$ cat config.mk
export PLATFORM = sky130hd
export DESIGN_NAME = alu_exec_unit
export DESIGN_NICKNAME = d
export VERILOG_FILES = /design/src/rtl/alu_exec_unit.sv
export SDC_FILE = /design/constraint.sdc
export NUM_CORES = 1
export LEC_CHECK = 0
export ABC_AREA = 1
export BUFFER_PORTS_ARGS = -buffer_cell sky130_fd_sc_hd__buf_2
export CORE_MARGIN = 5
export CORE_UTILIZATION = 40
export CTS_CLUSTER_SIZE = 16
export DETAILED_ROUTE_END_ITERATION = 8
export SYNTH_ARGS = -nofsm -noshare
export SYNTH_HDL_FRONTEND = slang
export SYNTH_SLANG_ARGS = --single-unit
export TNS_END_PERCENT = 30
$ cat constraint.sdc
create_clock -name clk -period 2.88 [get_ports clk]
set_input_delay 0.144 -clock clk [delete_from_list [all_inputs] [get_ports clk]]
set_output_delay 0.144 -clock clk [all_outputs]
set_load 0.1 [all_outputs]
$ cat src/rtl/alu_exec_unit.sv
`timescale 1ns/1ps
// ALU execute unit with a one-entry registered output; optional iterative shifter (macro ALU_EXEC_SHIFT_EN).
// Latency: 1 cycle for non-shift codes; shift by N takes N+1 cycles (N=0 bypasses the shifter).
// Backpressure: in_ready drops while shifting or while a held result is not being taken; result holds until out_ready.
module alu_exec_unit (
    input  logic        clk,
    input  logic        rst,
    input  logic        in_valid,
    output logic        in_ready,
    input  logic [2:0]  ALUControl,
    input  logic [31:0] SrcA,
    input  logic [31:0] SrcB,
    output logic        out_valid,
    input  logic        out_ready,
    output logic [31:0] Result,
    output logic        Zero,
    output logic        Negative,
    output logic        Carry,
    output logic        Overflow,
    output logic        illegal
);

    typedef enum logic {IDLE, SHIFT} state_t;

    state_t      state, state_nxt;
    logic        accept, take;
    logic [32:0] sum, diff;
    logic [31:0] res;
    logic        alu_c, alu_v, alu_ill, is_shift;

`ifdef ALU_EXEC_SHIFT_EN
    logic [31:0] sh_val, sh_nxt;
    logic [4:0]  sh_cnt;
    logic [1:0]  sh_op;
    logic        sh_done;
`endif

    assign in_ready = (state == IDLE) & (~out_valid | out_ready);
    assign accept   = in_valid & in_ready;
    assign take     = out_valid & out_ready;

    assign sum  = {1'b0, SrcA} + {1'b0, SrcB};
    assign diff = {1'b0, SrcA} - {1'b0, SrcB};

    always_comb begin
        res      = 32'd0;
        alu_c    = 1'b0;
        alu_v    = 1'b0;
        alu_ill  = 1'b0;
        is_shift = 1'b0;
        case (ALUControl)
            3'b000: begin
                res   = sum[31:0];
                alu_c = sum[32];
                alu_v = (SrcA[31] == SrcB[31]) && (sum[31] != SrcA[31]);
            end
            3'b001: begin
                res   = diff[31:0];
                alu_c = ~diff[32];  // no borrow means A >= B unsigned
                alu_v = (SrcA[31] != SrcB[31]) && (diff[31] != SrcA[31]);
            end
            3'b010: res = SrcA & SrcB;
            3'b011: res = SrcA | SrcB;
            3'b101: res = {31'd0, $signed(SrcA) < $signed(SrcB)};
`ifdef ALU_EXEC_SHIFT_EN
            3'b100, 3'b110, 3'b111: begin
                // zero-amount shifts skip the FSM and return the operand at latency 1
                if (SrcB[4:0] == 5'd0) res = SrcA;
                else                   is_shift = 1'b1;
            end
`endif
            default: alu_ill = 1'b1;
        endcase
    end

    always_ff @(posedge clk or negedge rst) begin
        if (!rst) state <= IDLE;
        else      state <= state_nxt;
    end

    always_comb begin
        state_nxt = state;
`ifdef ALU_EXEC_SHIFT_EN
        sh_done   = 1'b0;
`endif
        case (state)
            IDLE: if (accept && is_shift) state_nxt = SHIFT;
            SHIFT: begin
`ifdef ALU_EXEC_SHIFT_EN
                if (sh_cnt == 5'd0 && (!out_valid || out_ready)) begin
                    sh_done   = 1'b1;
                    state_nxt = IDLE;
                end
`else
                state_nxt = IDLE;
`endif
            end
        endcase
    end

`ifdef ALU_EXEC_SHIFT_EN
    always_comb begin
        case (sh_op)
            2'b00:   sh_nxt = {sh_val[30:0], 1'b0};
            2'b10:   sh_nxt = {1'b0, sh_val[31:1]};
            default: sh_nxt = {sh_val[31], sh_val[31:1]};
        endcase
    end

    // counter holds remaining shifts minus one, so the final shift and the output load share an edge
    always_ff @(posedge clk or negedge rst) begin
        if (!rst) begin
            sh_val <= 32'd0;
            sh_cnt <= 5'd0;
            sh_op  <= 2'd0;
        end else if (accept && is_shift) begin
            sh_val <= SrcA;
            sh_cnt <= SrcB[4:0] - 5'd1;
            sh_op  <= ALUControl[1:0];
        end else if (state == SHIFT && sh_cnt != 5'd0) begin
            sh_val <= sh_nxt;
            sh_cnt <= sh_cnt - 5'd1;
        end
    end
`endif

    always_ff @(posedge clk or negedge rst) begin
        if (!rst) begin
            out_valid <= 1'b0;
            Result    <= 32'd0;
            Zero      <= 1'b0;
            Negative  <= 1'b0;
            Carry     <= 1'b0;
            Overflow  <= 1'b0;
            illegal   <= 1'b0;
        end else if (accept && !is_shift) begin
            out_valid <= 1'b1;
            Result    <= res;
            Zero      <= (res == 32'd0);
            Negative  <= res[31];
            Carry     <= alu_c;
            Overflow  <= alu_v;
            illegal   <= alu_ill;
`ifdef ALU_EXEC_SHIFT_EN
        end else if (sh_done) begin
            out_valid <= 1'b1;
            Result    <= sh_nxt;
            Zero      <= (sh_nxt == 32'd0);
            Negative  <= sh_nxt[31];
            Carry     <= 1'b0;
            Overflow  <= 1'b0;
            illegal   <= 1'b0;
`endif
        end else if (take) begin
            out_valid <= 1'b0;
        end
    end

endmodule

==> results of run 1 <==
-- state kept, by name, indices dropped and copies added, names as in the netlist --
| signal | count |
|---|---|
| Result | 32 |
| Overflow | 1 |
| illegal | 1 |
| Zero | 1 |
| Carry | 1 |
| out_valid | 1 |
-- cell type report --
cell class / instances / area, µm² / share of cell area [%]
sequential: 37 / 925.9 / 11.21
inverter: 229 / 859.6 / 10.40
multi-input combinational: 1034 / 5368 / 64.96
timing repair buffer: 125 / 680.7 / 8.237
tap: 229 / 286.5 / 3.468
clock buffer: 7 / 142.6 / 1.726
-- per-stage QoR --
stage / std cells / util, % / worst slack [ns] / hold slack (ns)
5_1_grt: 1661 / 45.69 / 0.2255 / 0.2056
3_5_place_dp: 1653 / 44.84 / 0.2175 / 0.2853
4_1_cts: 1661 / 45.69 / 0.5035 / 0.1521
2_1_floorplan: 1340 / - / 0.03879 / -0.1516
6_report: 1661 / 45.69 / 0.4561 / 0.1510
3_3_place_gp: 1653 / 44.84 / 0.1854 / 0.2873
-- repair_timing --
item	in CTS	in global routing
hold endpoints to repair	16	0
hold buffers	1	0
endpoints found under the setup margin	0	0
-- power groups by stage --
stage | logic [µW] | clock network [µW] | registers, µW
floorplan | 946 | 0 | 1220
global placement | 2020 | 0 | 652
detailed placement | 2020 | 0 | 653
CTS | 2030 | 534 | 645
global route | 2220 | 563 | 656
finish | 2050 | 529 | 645
-- how the worst max path moves through the flow --
| stage | start | endpoint | slack (ns) |
|---|---|---|---|
| CTS | SrcA[0] | Zero | 0.50 |
| global route | SrcA[15] | Zero | 0.23 |
| finish | SrcB[0] | Zero | 0.46 |
| detailed placement | SrcA[0] | Zero | 0.22 |
| floorplan | out_valid | Zero | 0.04 |
| global placement | SrcA[0] | Zero | 0.19 |
-- placed cells by master, fill, tap and decap left out, drive strengths merged, types with 7 or more instances in the layout --
cell type  Yosys  layout
nand4         12      12
inv          229     229
buf           35     124
nor3          24      24
ha           101     101
a21oi         98      98
nand2        421     421
o21ai         36      36
nor2         154     154
clkbuf         5       7
nand3        160     160
o21bai         9       9
dfrtp         37      37
-- cells by family after synthesis --
kind of cell	synth area share [%]
and+or+nand+nor	43.54
buffers and inverters	14.91
AOI/OAI and AO/OA	11.11
adders and majority gates	17.66
DFF	12.54
xor gates and xnor gates	0.2373
-- synth_stat cells, types with 2 or more instances --
| cell | count |
|---|---|
| buf_1 | 3 |
| xor2_1 | 2 |
| dfrtp_1 | 37 |
| buf_2 | 18 |
| inv_2 | 5 |
| nor2_2 | 4 |
| nand4_1 | 12 |
| a21oi_2 | 5 |
| o21bai_1 | 9 |
| buf_6 | 4 |
| ha_1 | 101 |
| a21oi_1 | 93 |
| and2_1 | 3 |
| o21ai_1 | 4 |
| clkbuf_1 | 4 |
| fa_1 | 2 |
| a31oi_1 | 5 |
| nand3_1 | 159 |
| buf_4 | 10 |
| o21ai_0 | 32 |
| inv_1 | 224 |
| nand2_1 | 418 |
| nor2_1 | 150 |
| nand2_2 | 3 |
| nor3_1 | 24 |
-- worst max-delay path, cell delays in order --
cell and delay, ns:
buf_2 0.10, ha_1 0.21, inv_1 0.07, fa_1 0.38, inv_1 0.13, nand3_1 0.10, nand2_1 0.12, nand2_1 0.08
nand2_1 0.14, nand2_1 0.09, nand2_1 0.12, nand2_1 0.10, nand2_1 0.12, nand2_1 0.06, nand3_1 0.08, nand3_1 0.12
nor2_1 0.11, nand3_1 0.13, nor2_1 0.11, nand2_1 0.06, nand2_1 0.05
-- routing by layer --
layer  GRT usage (%)  wire length (µm)  vias to the layer above
li1                -                 -                     4372
met1           36.12             13140                     3841
met2           36.36             10910                      333
met3           3.114              1938                       38
met4           5.651               584                        0
met5               0                 0                        -
==> flow_summary_export.csv, run 1 <==
group,metric,value,unit
global_routing,grt_pass1_wl,41950,µm
power_and_ir_drop,clkPwrFrac,16.4,%
synthesis,synthFlopType,"dfrtp_1",
power_and_ir_drop,power.density,390.7,mW/mm²
worst_setup_path,cp_data_arrival_time,2.64,ns
routing,antenna_left,0,
place,port-buffer-count,109,
routing,firstDrtPassIters,5,
final_layout,num_antenna_cells,0,
cts,cts_setup_buffers,0,
timing,period_share,84.16,%
worst_setup_path,reg2reg_depth,13,
synthesis,synth_edf_count,0,
worst_hold_path,hold_end,"out_valid",
final_layout,design_area,0.008263,mm²
outcome,status,"finished clean",
worst_hold_path,hold_depth,4,
final_layout,nNetsFinal,1606,
routing,vias_per_cell,5.168,
power_and_ir_drop,p_switching,1813,µW
synthesis,synth_top_area_share,21.25,%
timing,setup_violations,0,
global_routing,grt_max_degree,41,
power_and_ir_drop,p_seq_share,20.0,%
routing,wl,26570,µm
synthesis,synthCells,1340,
power_and_ir_drop,power_frac_comb,63.6,%
power_and_ir_drop,fin_total_pwr,3228,µW
power_and_ir_drop,leakage,0.004951,µW
synthesis,synth_area_leader_cell,"nand2_1",
worst_setup_path,regToRegStartpoint,"out_valid",
routing,drt-wirelength-per-cell,16.00,µm
synthesis,avgSynthCellArea,5.511,µm²
worst_setup_path,reg2reg_to,"Zero",
routing,drtIter0Drc,714,
floorplan,rows,49,
global_routing,overflow,0,
global_routing,grt_pass1_vias,8029,
worst_setup_path,start_kind,"primary input",
worst_hold_path,hp-class,"primary input to register",
floorplan,fp.dieW,145.9,µm
final_layout,drive_above_1_share,10.54,%
worst_setup_path,worstPathMaxFanout,3,
place,hpwlAfterDp,22720,µm
run,maxCapViolCount,0,
timing,finalSetupTns,0,ns
cts,h-tree-depth,2,
final_layout,n_fill_cell,2066,
synthesis,synth-seq-cells,37,
worst_setup_path,crit_type,"primary input to register",
cts,postCtsResizedCells,0,
cts,clockBufferDepth,2,
cts,numCtsBuffers,5,
timing,clock-skew-final,0.001258,ns
global_routing,grt_usage,24.04,%
cts,clk_pin_slew,0.05,ns
routing,dr_total_vias,8584,
final_layout,syn_to_final_growth,11.89,%
timing,rsz0062_at_grt,"false",
power_and_ir_drop,p_int,1415,µW
synthesis,synthArstFlopShare,100.0,%
worst_setup_path,reg2reg_slack,1.06,ns
synthesis,syn_area,0.007385,mm²
timing,fin_crit,2.424,ns
place,placed_area,0.008110,mm²
timing,max-slew-margin-rel,45.00,%
synthesis,syn_nets,1514,
synthesis,synth.distinct_cells,34,
worst_setup_path,worst_setup_path_end_kind,"register",
floorplan,dieArea,0.02128,mm²
power_and_ir_drop,ir_worst_vdd,0.2811,mV
timing,worstMarginPinSlew,0.8250,ns
floorplan,die_h,145.9,µm
timing,finalHoldViolations,0,
cts,insertion_delay,0.27,ns
timing,max_freq,412.6,MHz
floorplan,io_pins,110,
cts,cts-root-buf,"clkbuf_16",
floorplan,start_util,40.83,%
global_routing,antenna_found_initial,0,
power_and_ir_drop,switching_share,56.17,%
worst_setup_path,worstPathRequired,3.09,ns
routing,drc,0,
cts,cts_sinks,37,
floorplan,core,0.01809,mm²
synthesis,synth.area.top_cells,"nand2_1 (21%), ha_1 (17%), dfrtp_1 (13%)",
worst_hold_path,hold_start,"out_ready",
place,gp_congestion,0.9831,
synthesis,synth_seq_area_share,12.54,%
timing,drv_slew,0,
cts,cts_tree,"yes",
synthesis,yosys_warnings,0,
(Power assumes the default switching activity.)
==> inputs of run 2 (changes only) <==
ABC_AREA = 0   (was 1)
clock period = 2 ns   (was 2.88 ns; I/O delays follow)
==> flow_summary_export.csv, run 2 <==
group,metric,value,unit
outcome,violations,"setup timing",
cts,cts_tree,"yes",
run,maxCapViolCount,0,
synthesis,synthFlopType,"dfrtp_1",
timing,setup_ws,-1.120,ns
final_layout,layout.cells.most_common,"buf_4",
worst_setup_path,worstPathCellList,"buf_8 -> buf_6 -> ha_4 -> inv_2 -> fa_2 -> nor2b_4 -> o2111ai_2 -> a21o_1 -> o31a_1 -> o31a_1 -> a2bb2oi_1 -> a311oi_2 -> o2111ai_2 -> nor4b_2 -> nand4_1 -> o41ai_2",
cts,cts_sinks,37,
worst_setup_path,worst_setup_path_end_kind,"register",
final_layout,design_area,0.01065,mm²
power_and_ir_drop,power.density,516.2,mW/mm²
timing,finalHoldViolations,0,
final_layout,drive_above_1_share,43.77,%
place,hpwlAfterDp,20390,µm
worst_hold_path,hp-class,"primary input to register",
final_layout,n_fill_cell,1480,
timing,hold_ws,0.05539,ns
routing,firstDrtPassIters,5,
worst_hold_path,hold_depth,2,
place,gp_congestion,0.9638,
cts,h-tree-depth,2,
power_and_ir_drop,ir_worst_vdd,0.6329,mV
routing,drtIter0Drc,655,
worst_setup_path,cp_num_buf_inv,3,
worst_setup_path,reg2reg_slack,0.52,ns
global_routing,grt_usage,24.45,%
synthesis,synth.distinct_cells,84,
worst_setup_path,cp_data_arrival_time,3.29,ns
timing,worstMarginPinSlew,0.6453,ns
timing,max-slew-margin-rel,56.62,%
final_layout,seq_area,929.6,µm²
timing,fin_crit,3.120,ns
cts,numCtsBuffers,5,
floorplan,die_h,139.2,µm
final_layout,syn_to_final_growth,59.49,%
timing,setup_violations,28,
floorplan,io_pins,110,
worst_setup_path,slowest_delay,0.36,ns
floorplan,rows,47,
synthesis,synth-seq-cells,37,
timing,drv_slew,0,
synthesis,synth_area_leader_cell,"ha_1",
synthesis,synth_top_area_share,18.92,%
worst_hold_path,hold_start,"in_valid",
synthesis,syn_area,0.006680,mm²
worst_setup_path,start_kind,"primary input",
worst_setup_path,endpoint,"Zero",
timing,rsz0062_at_grt,"true",
worst_setup_path,startpoint,"SrcA[0]",
worst_setup_path,cp_top_family,"compound AO/OA/AOI/OAI gates",
worst_setup_path,reg2reg_depth,4,
floorplan,dieArea,0.01939,mm²
floorplan,start_util,40.57,%
final_layout,layout_common_cells,"buf_4 (312), buf_2 (103), inv_1 (89)",
worst_setup_path,regToRegStartpoint,"out_valid",
floorplan,core,0.01647,mm²
synthesis,synthArstFlopShare,100.0,%
global_routing,antenna_found_initial,0,
cts,clk_pin_slew,0.05,ns
place,port-buffer-count,109,
final_layout,multi_input_area,0.005803,mm²
synthesis,synth_common_cells,"ha_1 (101), inv_1 (101), nand2_1 (89), a21oi_1 (86), nor2_1 (74)",
routing,antenna_left,0,
global_routing,overflow,0,
power_and_ir_drop,leakage,0.005273,µW
cts,insertion_delay,0.28,ns
timing,clock-skew-final,0.003073,ns
outcome,status,"complete, but fails checks",
global_routing,grt_pass1_wl,39830,µm
floorplan,fp.dieW,139.2,µm
timing,max_freq,320.5,MHz
synthesis,synthCells,932,
worst_setup_path,slowest_stage,"fa_2",
worst_setup_path,cp.depth,16,
routing,vias_per_cell,5.413,
global_routing,grt_max_degree,48,
worst_setup_path,worstPathRequired,2.17,ns
final_layout,largest_reg_flops,32,
place,placed_area,0.009818,mm²
final_layout,top_register,"Result",
timing,finalSetupTns,-15.37,ns
cts,cts-root-buf,"clkbuf_16",
synthesis,synth_seq_area_share,13.86,%
routing,wl,24920,µm
routing,dr_total_vias,8315,
synthesis,avgSynthCellArea,7.168,µm²
worst_setup_path,reg2reg_to,"Result[30]",
synthesis,synth_edf_count,0,
synthesis,syn_nets,1106,
final_layout,nNetsFinal,1489,
synthesis,yosys_warnings,0,
routing,drc,0,
global_routing,grt_pass1_vias,8036,
worst_setup_path,worstPathMaxFanout,2,
final_layout,num_antenna_cells,0,
worst_setup_path,crit_type,"primary input to register",
routing,drt-wirelength-per-cell,16.22,µm
synthesis,synth.area.top_cells,"ha_1 (19%), dfrtp_1 (14%), a21oi_1 (6.4%)",
timing,period_share,156.0,%
cts,clockBufferDepth,2,
## run 2: cell types whose count changed after synthesis, moves of 13 or more
cell and delta:
clkbuf_1 +40, xnor2_1 +14, nor2b_1 +16, inv_1 -123, nor2_1 -76, a211oi_1 +13
o31ai_1 +20, mux2_2 +14, o21ai_0 +31, nand3_1 -140, nand2_1 -329
## run 2: cell families (layout without fill, tap and decap cells)
| logic type | count (synthesis) | in the layout | share of synthesized area (%) |
|---|---|---|---|
| XOR/XNOR | 17 | 17 | 2.229 |
| AO/OA/AOI/OAI | 320 | 320 | 32.20 |
| flip-flops | 37 | 37 | 13.86 |
| adder cells (fa/ha/maj) | 103 | 103 | 19.52 |
| multiplexers | 22 | 22 | 3.765 |
| AND/OR/NAND/NOR | 272 | 272 | 19.16 |
| buffers and inverters | 161 | 545 | 9.271 |
## run 2: worst min-delay path by stage
stage                      end  slack, ns
floorplan                Carry      -0.20
global placement    Result[23]       0.13
detailed placement  Result[25]       0.13
CTS                  out_valid       0.05
global route         out_valid       0.07
finish               out_valid       0.06
## run 2: metrics by stage
step	std cells	util (%)	total power (µW)	setup slack, ns
2_1_floorplan	932	-	3101	-0.8467
3_3_place_gp	1519	59.63	4424	-1.333
3_5_place_dp	1519	59.63	4456	-1.430
4_1_cts	1532	62.86	5348	-1.022
5_1_grt	1536	64.70	5794	-1.169
6_report	1536	64.70	5500	-1.120
## run 2: area by class of cell
cell class,count,share of cell area [%]
Tap cell,220,2.584
Clock inverter,2,0.09395
Multi-Input combinational cell,734,54.47
Timing Repair Buffer,433,29.00
Inverter,104,3.922
Sequential cell,37,8.726
Clock buffer,6,1.210
## run 2: power breakdown
group	total (µW)	internal (µW)	switching, µW
registers	936	863	72.7
clock network	744	457	287
logic	3820	1460	2360
## run 2: routing by layer
layer  track usage [%]  vias up  part of all wire [%]
met5                 0        -                     0
met4             4.943        0                   2.0
met3             2.950       48                   6.5
met2             40.59      299                    46
met1             34.34     3879                    45
li1                  -     4089                     -
## run 2: what timing repair did
item	4_1_cts	5_1_grt
pin swaps	42	28
hold endpoints to repair	26	0
setup buffers	5	6
cloned	0	0
gates resized for setup	80	58
setup endpoints to repair	30	30
hold buffers	1	0
## run 2: worst register-to-register path, cell delays in order (launching register included)
cell	delay, ns
dfrtp_4	0.42
nand2b_4	0.07
nand2_1	0.17
buf_4	0.34
mux2_2	0.38
==> inputs of run 3 (changes only) <==
CORE_UTILIZATION = 25   (was 40)
SETUP_SLACK_MARGIN = 0.5   (was unset)
SKIP_LAST_GASP = 1   (was unset)
==> flow_summary_export.csv, run 3 (synthesized netlist as in run 2, its figures left out) <==
group,metric,value,unit
global_routing,grt_usage,17.23,%
final_layout,layout.cells.most_common,"buf_4",
routing,wl,27190,µm
worst_setup_path,worstPathCellList,"buf_8 -> buf_4 -> ha_2 -> or2_1 -> a2111o_1 -> a31oi_4 -> nor2_1 -> a311o_1 -> a22oi_1 -> a21boi_0 -> nand4_1 -> nor4b_2 -> nand4_1 -> o41ai_2",
worst_setup_path,worstPathMaxFanout,4,
routing,vias_per_cell,4.881,
cts,cts_tree,"yes",
worst_setup_path,slowest_delay,0.50,ns
timing,max_freq,330.3,MHz
floorplan,dieArea,0.03009,mm²
worst_setup_path,start_kind,"primary input",
routing,drtIter0Drc,451,
cts,numCtsBuffers,5,
floorplan,core,0.02621,mm²
final_layout,drive_above_1_share,43.55,%
timing,max-slew-margin-rel,43.66,%
worst_setup_path,slowest_stage,"a2111o_1",
cts,insertion_delay,0.27,ns
worst_setup_path,cp_num_buf_inv,2,
worst_hold_path,hp-class,"primary input to register",
power_and_ir_drop,power.density,506.2,mW/mm²
final_layout,largest_reg_flops,32,
run,maxCapViolCount,0,
global_routing,grt_pass1_vias,8145,
timing,period_share,151.4,%
worst_setup_path,crit_top_cell,"nand4_1",
place,port-buffer-count,109,
timing,setup_ws,-1.028,ns
floorplan,rows,59,
floorplan,fp.dieW,173.5,µm
power_and_ir_drop,leakage,0.005380,µW
final_layout,layout_common_cells,"buf_4 (346), buf_2 (104), inv_1 (90)",
place,hpwlAfterDp,22810,µm
outcome,violations,"setup timing",
global_routing,grt_max_degree,30,
routing,drc,0,
final_layout,top_register,"Result",
final_layout,num_antenna_cells,0,
floorplan,io_pins,110,
worst_setup_path,worst_setup_path_end_kind,"register",
cts,cts_sinks,37,
routing,firstDrtPassIters,5,
worst_setup_path,cp_top_family,"compound AO/OA/AOI/OAI gates",
timing,clock-skew-final,0.003645,ns
routing,dr_total_vias,8214,
floorplan,start_util,25.49,%
timing,drv_slew,0,
cts,h-tree-depth,2,
power_and_ir_drop,ir_worst_vdd,0.4173,mV
timing,rsz0062_at_grt,"true",
floorplan,die_h,173.5,µm
routing,drt-wirelength-per-cell,16.15,µm
timing,hold_ws,0.05117,ns
final_layout,syn_to_final_growth,63.34,%
routing,antenna_left,0,
cts,clk_pin_slew,0.05,ns
final_layout,nNetsFinal,1521,
place,gp_congestion,0.9172,
worst_setup_path,cp_data_arrival_time,3.20,ns
global_routing,antenna_found_initial,2,
worst_setup_path,crit_type,"primary input to register",
timing,worstMarginPinSlew,0.8424,ns
cts,cts-root-buf,"clkbuf_16",
timing,setup_violations,30,
cts,clockBufferDepth,2,
global_routing,overflow,0,
timing,fin_crit,3.028,ns
power_and_ir_drop,fin_total_pwr,5523,µW
worst_setup_path,worstPathRequired,2.17,ns
timing,finalHoldViolations,0,
outcome,status,"complete, but fails checks",
global_routing,grt_pass1_wl,43040,µm
## run 3: path summary, 6_finish.rpt
kind	start	to	slack, ns	depth (start not counted)
setup / recovery	SrcB[0]	Zero	-1.03	14
hold / removal	in_valid	out_valid	0.05	2
setup reg to reg	out_valid	Zero	0.40	5
hold reg to reg	Result[24]	Result[24]	0.47	2
max in group asynchronous	rst	Result[8]	1.03	3
min in group asynchronous	rst	out_valid	0.39	2
## run 3: power by group
group          switching, µW  total (µW)  internal [µW]
Combinational           2360        3850           1480
Clock                    282         739            457
Sequential              73.4         936            863
Total                   2720        5520           2800
## run 3: cell type report
cell class	instances	area, µm²
inverter	104	412.9
multi-input combinational	734	5709
timing repair buffer	465	3302
clock buffer	6	128.9
sequential	37	929.6
tap	335	419.2
fill	2659	15290
clock inverter	2	10.01
## run 3: timing repair
item,in CTS,in global routing
pin swaps,38,9
cloned,0,0
hold buffers,1,0
hold endpoints to repair,28,0
resized for setup,74,29
endpoints found under the setup margin,34,34
setup buffers,10,3
## run 3: stage by stage
stage / setup TNS, ns / area, µm² / instances / setup WS, ns / utilization (%)
finish: -18.41 / 10910 / 1683 / -1.028 / 41.64
global route: -21.94 / 10910 / 1683 / -1.187 / 41.64
CTS: -17.06 / 10740 / 1680 / -1.058 / 40.98
detailed placement: -29.78 / 10150 / 1661 / -1.604 / 38.75
global placement: -28.45 / 10150 / 1661 / -1.552 / 38.75
floorplan: -9.223 / 6884 / 932 / -0.8467 / -
## run 3: layer usage
metal / wire length [µm] / global-route usage, %
met5: 21 / 0
met3: 1593 / 2.923
met1: 12900 / 24.16
met4: 248 / 2.428
met2: 12430 / 28.47
